[src/rtl/round_timer_pkg.sv]
// -----------------------------------------------------------------------------
// round_timer_pkg
// Shared types and constants for the round countdown timer.
//   timerState_t : IDLE / RUN / PAUSED / EXPIRED
//   bcdDigit_t   : one 4-bit BCD digit
//   BCD_MAX/ZERO : digit limits
//   clampBcd()   : saturates a 4-bit value to a legal BCD digit (0..9)
// -----------------------------------------------------------------------------
package round_timer_pkg;

  typedef enum logic [1:0] {
    IDLE    = 2'd0,
    RUN     = 2'd1,
    PAUSED  = 2'd2,
    EXPIRED = 2'd3
  } timerState_t;

  typedef logic [3:0] bcdDigit_t;

  localparam bcdDigit_t BCD_MAX  = 4'd9;
  localparam bcdDigit_t BCD_ZERO = 4'd0;

  function automatic bcdDigit_t clampBcd(input bcdDigit_t d);
    return (d > BCD_MAX) ? BCD_MAX : d;
  endfunction

endpackage

[src/rtl/bcd_down_digit.sv]
// -----------------------------------------------------------------------------
// bcd_down_digit
// One BCD down-counting digit with synchronous load and borrow chaining.
// Ports:
//   Clock, Reset (async, active-low)
//   load       : load loadValue this edge (wins over decrement)
//   loadValue  : digit to load
//   decEn      : decrement enable for the whole chain
//   borrowIn   : borrow from the less significant digit (tie 1 on the LSD)
//   digit      : registered digit value
//   borrowOut  : digit is 0 and is being decremented (wraps to 9)
// -----------------------------------------------------------------------------
module bcd_down_digit
  import round_timer_pkg::*;
(
  input  logic      Clock,
  input  logic      Reset,
  input  logic      load,
  input  bcdDigit_t loadValue,
  input  logic      decEn,
  input  logic      borrowIn,
  output bcdDigit_t digit,
  output logic      borrowOut
);

  logic decrement;

  assign decrement = decEn && borrowIn;
  assign borrowOut = (digit == BCD_ZERO) && decrement;

  always_ff @(posedge Clock or negedge Reset) begin
    if (!Reset) begin
      digit <= BCD_ZERO;
    end else if (load) begin
      digit <= loadValue;
    end else if (decrement) begin
      digit <= (digit == BCD_ZERO) ? BCD_MAX : digit - 4'd1;
    end
  end

endmodule

[src/rtl/round_countdown_timer.sv]
// -----------------------------------------------------------------------------
// round_countdown_timer
// Counts a game round down from a loaded two-digit BCD value, one step per
// timebase tick, and reports expiry to the game controller.
// Optional feature macro: ROUND_TIMER_WARNING_EN (low-time Warning output).
// Ports:
//   Clock, Reset (async, active-low)
//   OneSecond      : one-cycle tick from the timebase
//   Start          : pulse; load LoadTens/LoadOnes and run
//   Pause          : level; freeze the count while high
//   Abort          : pulse; end the round without expiry
//   LoadTens/Ones  : BCD start time (digits >9 clamp, 00 -> defaults)
//   TimebaseEnable : enable for the timebase, lags RUN by one cycle
//   Tens/Ones      : remaining seconds in BCD
//   Running        : state is RUN
//   TimeUp         : one-cycle pulse after the expiring tick
//   Expired        : state is EXPIRED
//   Warning        : low-time indicator (0 unless the macro is defined)
// -----------------------------------------------------------------------------
module round_countdown_timer
  import round_timer_pkg::*;
#(
  parameter bcdDigit_t DEFAULT_TENS = 4'd3,
  parameter bcdDigit_t DEFAULT_ONES = 4'd0,
  parameter bcdDigit_t WARN_SECONDS = 4'd5
) (
  input  logic       Clock,
  input  logic       Reset,
  input  logic       OneSecond,
  input  logic       Start,
  input  logic       Pause,
  input  logic       Abort,
  input  logic [3:0] LoadTens,
  input  logic [3:0] LoadOnes,
  output logic       TimebaseEnable,
  output logic [3:0] Tens,
  output logic [3:0] Ones,
  output logic       Running,
  output logic       TimeUp,
  output logic       Expired,
  output logic       Warning
);

  timerState_t state, stateNext;
  logic        countZero, countOne, decEn, expiring;
  logic        digitLoad, loadIsZero, onesBorrow, tensBorrow;
  bcdDigit_t   tensLoad, onesLoad;

  assign countZero  = (Tens == BCD_ZERO) && (Ones == BCD_ZERO);
  assign countOne   = (Tens == BCD_ZERO) && (Ones == 4'd1);
  // Start and Abort both pre-empt a tick; the zero guard keeps 00 from wrapping.
  assign decEn      = (state == RUN) && OneSecond && !Start && !Abort && !countZero;
  // A tens borrow would mean an underflow, which can never be an expiry.
  assign expiring   = decEn && countOne && !tensBorrow;

  // Abort reuses the load path to clear both digits.
  assign digitLoad  = Start || Abort;
  assign loadIsZero = (LoadTens == 4'd0) && (LoadOnes == 4'd0);
  assign tensLoad   = !Start ? BCD_ZERO : (loadIsZero ? DEFAULT_TENS : clampBcd(LoadTens));
  assign onesLoad   = !Start ? BCD_ZERO : (loadIsZero ? DEFAULT_ONES : clampBcd(LoadOnes));

  bcd_down_digit uOnes (
    .Clock    (Clock),
    .Reset    (Reset),
    .load     (digitLoad),
    .loadValue(onesLoad),
    .decEn    (decEn),
    .borrowIn (1'b1),
    .digit    (Ones),
    .borrowOut(onesBorrow)
  );

  bcd_down_digit uTens (
    .Clock    (Clock),
    .Reset    (Reset),
    .load     (digitLoad),
    .loadValue(tensLoad),
    .decEn    (decEn),
    .borrowIn (onesBorrow),
    .digit    (Tens),
    .borrowOut(tensBorrow)
  );

  // Priority: Start > Abort > tick/Pause. An expiring tick beats Pause.
  always_comb begin
    stateNext = state;
    if (Start) begin
      stateNext = RUN;
    end else if (Abort) begin
      stateNext = IDLE;
    end else begin
      case (state)
        RUN:     if (expiring) stateNext = EXPIRED;
                 else if (Pause) stateNext = PAUSED;
        PAUSED:  if (!Pause) stateNext = RUN;
        default: stateNext = state;
      endcase
    end
  end

  always_ff @(posedge Clock or negedge Reset) begin
    if (!Reset) begin
      state          <= IDLE;
      Running        <= 1'b0;
      Expired        <= 1'b0;
      TimeUp         <= 1'b0;
      TimebaseEnable <= 1'b0;
    end else begin
      state          <= stateNext;
      Running        <= (stateNext == RUN);
      Expired        <= (stateNext == EXPIRED);
      TimeUp         <= expiring && !Start && !Abort;
      // Follows the current state, so it drops one cycle after RUN is left.
      TimebaseEnable <= (state == RUN);
    end
  end

`ifdef ROUND_TIMER_WARNING_EN
  // Next digit values mirror the digit chain so Warning updates with the digits.
  bcdDigit_t onesNext, tensNext;
  logic      warnNext;

  always_comb begin
    onesNext = Ones;
    tensNext = Tens;
    if (digitLoad) begin
      onesNext = onesLoad;
      tensNext = tensLoad;
    end else if (decEn) begin
      onesNext = (Ones == BCD_ZERO) ? BCD_MAX : Ones - 4'd1;
      tensNext = (Ones == BCD_ZERO) ? Tens - 4'd1 : Tens;
    end
    warnNext = ((stateNext == RUN) || (stateNext == PAUSED)) &&
               (tensNext == BCD_ZERO) && (onesNext != BCD_ZERO) &&
               (onesNext <= WARN_SECONDS);
  end

  always_ff @(posedge Clock or negedge Reset) begin
    if (!Reset) Warning <= 1'b0;
    else        Warning <= warnNext;
  end
`else
  assign Warning = 1'b0;
`endif

endmodule
[config.mk]
export PLATFORM = sky130hd
export DESIGN_NAME = round_countdown_timer
export DESIGN_NICKNAME = d
export VERILOG_FILES = /design/src/rtl/round_timer_pkg.sv /design/src/rtl/bcd_down_digit.sv /design/src/rtl/round_countdown_timer.sv
export SDC_FILE = /design/constraint.sdc
export NUM_CORES = 1
export LEC_CHECK = 0
export CAP_MARGIN = 10
export CORE_MARGIN = 8
export CORE_UTILIZATION = 30
export CTS_CLUSTER_SIZE = 16
export DETAILED_ROUTE_END_ITERATION = 10
export HOLD_SLACK_MARGIN = 0.02
export PLACE_DENSITY = 0.58
export SLEW_MARGIN = 15
export SYNTH_ARGS = -nofsm -noshare
export SYNTH_HDL_FRONTEND = slang
export SYNTH_SLANG_ARGS = --single-unit
[constraint.sdc]
create_clock -name Clock -period 2.14 [get_ports Clock]
set_input_delay 0.428 -clock Clock [delete_from_list [all_inputs] [get_ports Clock]]
set_output_delay 0.428 -clock Clock [all_outputs]
set_load 0.05 [all_outputs]
==> summary.txt <==
Clock network
  • Post-CTS setup buffer count: 0
  • Clock Tree Buf Depth: 2
  • Clk sink count: 14
  • CTS Buf Count: 3
  • Max H-tree Level: 1
  • Cts repair resizes: 0
  • Clock-pin transition on the worst setup and hold timing paths: 0.09 ns
  • Root Buffer: clkbuf_4
  • Later-pin clock latency in the skew report: 0.28 ns
  • CTS tree: done
  • Hold-fix buffer count after cts: 0

Critical path
  • Worst path slowest cell: clkdlybuf4s50_1
  • WP buf/inv: 1
  • Worst EP arrival: 1.63 ns
  • Critical path launch point type: register
  • Crit-path max FO: 9
  • Largest delay contributor family on the critical path: buffers and inverters
  • R2r startpoint: uTens.digit[0]$_DFFE_PN0P_
  • CP startpoint: uOnes.digit[2]$_DFFE_PN0P_
  • CP endpoint kind: output port
  • Worst Path Required: 1.71 ns
  • Setup CP Type: reg -> out
  • CP peak stage delay: 0.86 ns
  • Crit path cell chain: clkdlybuf4s50_1

Place
  • Post-detail-place hpwl: 1750 um
  • Placed Cells: 153
  • Setup Slack @ Placement: 0.0787 ns
  • Placer Congestion: 0.726
  • Port Buffers: 25

Run status
  • Status: finished clean

Die
  • Die area: 4960 sq um
  • Rows: 19
  • Core area: 2780 sq um
  • Starting Density: 31.9%
  • Ports: 27
  • Die Width: 70.4 um
  • Die Y: 70.4 um

Layout
  • Most frequent cells in the layout: clkdlybuf4s50_1 (25), dfrtp_1 (14), o21ai_0 (10)
  • Antenna Diode Count: 0
  • Finished Layout Cells: 157
  • # nets final: 143
  • Share of layout cells above drive strength 1: 10.3%
  • Area Growth Syn to Fin: 36.5%
  • Fin util: 43.6%
  • Commonest non-fill, non-tap cell in the layout: clkdlybuf4s50_1

Route
  • Antenna-violating nets left: 0
  • DR vias: 812
  • WL final: 2190 um
  • DR vias/cell: 5.17
  • Initial drt markers: 26
  • First-pass DRT Iterations: 4
  • DRC viols: 0
  • Wire per inst: 14.0 um

STA
  • Period utilisation layout: 96.0%
  • # setup viols final: 0
  • FMAX: 487 MHz
  • Final hold violations: 0
  • Worst Tran Pin Value: 0.652 ns
  • Fin. max-slew vios: 0
  • RSZ-0062 raised after global routing: no
  • Clock Skews: 0.00873 ns
  • Slew margin rel.: 56.1%
  • Post-layout worst setup margin: 0.0866 ns
  • Setup TNS: 0 ns
  • Minimum clock period: 2.05 ns

Synth
  • Mapped Area: 888 sq um
  • Syn avg cell area: 9.06 sq um
  • Synth warn: 0
  • Async SR Flop Fraction: 100%
  • Synth unique cells: 37
  • Number of synthesized flops with an enable pin: 0
  • #FFs+latches synth: 14
  • Top FF cell, synth: dfrtp_1
  • Post-Syn Nets: 114
  • Syn Inst Count: 98
  • Sequential cell area fraction in the yosys report: 39.4%

Global routing
  • First-pass GRT wire length: 3810 um
  • Vias in the first global route: 814
  • Initial antenna violation count: 0
  • Gr usage total: 9.21%
  • Largest net degree at the start of global routing: 15
  • Gr ovfl total: 0

Power and ir drop
  • Total power: 0.816 mW
  • P per Cell Area: 673 nW/um^2
  • VDD IR max: 0.000446 V
  • Leakage power: 0.492 nW

Worst hold path
  • HP Class: in -> async

Run
  • Max-Cap Viols: 0
## layer usage
metal  GRT usage [%]  wire length (um)
met1            11.1              1040
met2            14.6              1010
met3            3.25               133
met4            3.35                15
met5               0                 0
## sequential cells by signal, indices dropped and copies added (netlist names)
signal          count
uTens.digit         4
uOnes.digit         4
Expired             1
TimeUp              1
Running             1
state               2
TimebaseEnable      1
## kinds of logic after synthesis
group | synth area share, %
other | 0.422
flip-flops | 39.4
multiplexers | 2.25
adder cells (fa/ha/maj) | 3.94
AO/OA/AOI/OAI | 17.6
buffers and inverters | 3.94
AND/OR/NAND/NOR | 32.4
## through the flow
step / hold slack, ns / instance area (sq um)
final: 0.536 / 1210
after global routing: 0.579 / 1210
after CTS: 0.565 / 1210
after detailed placement: 0.604 / 1180
after global placement: 0.603 / 1180
after floorplan: 0.132 / 888
## synth_stat cells (3+ instances only)
master | instances | area, sq um
nand2_1 | 5 | 18.8
a21oi_1 | 6 | 30.0
nor2_1 | 9 | 33.8
or3_1 | 3 | 18.8
o21ai_0 | 10 | 50.1
nor2b_1 | 3 | 18.8
o22ai_1 | 3 | 18.8
dfrtp_1 | 14 | 350
nor3_1 | 6 | 30.0
inv_1 | 5 | 18.8
## path summary, 6_finish.rpt
| check | to | cells after the start | slack [ns] |
|---|---|---|---|
| worst max register to register | Expired$_DFF_PN0_ | 4 | 0.39 |
| worst min-delay path | TimeUp$_DFF_PN0_ | 1 | 0.54 |
| worst max-delay path | Ones[2] | 1 | 0.09 |
| min in group Clock | uTens.digit[3]$_DFFE_PN0P_ | 2 | 0.62 |
| max in group asynchronous | uTens.digit[2]$_DFFE_PN0P_ | 1 | 1.18 |
| worst min register to register | uTens.digit[3]$_DFFE_PN0P_ | 2 | 0.62 |
## report_power, final
part           internal (mW)  switching, mW  total, mW
combinational          0.120          0.185      0.305
sequential             0.290         0.0276      0.317
clock                  0.103         0.0902      0.194
## cell type report
| cell class | instances | area [sq um] |
|---|---|---|
| inverter | 5 | 18.8 |
| clock buffer | 4 | 36.3 |
| timing repair buffer | 27 | 265 |
| tap | 31 | 38.8 |
| sequential | 14 | 350 |
| fill | 280 | 1570 |
| multi-input combinational | 76 | 503 |
Power figures use the tool's default switching activity.
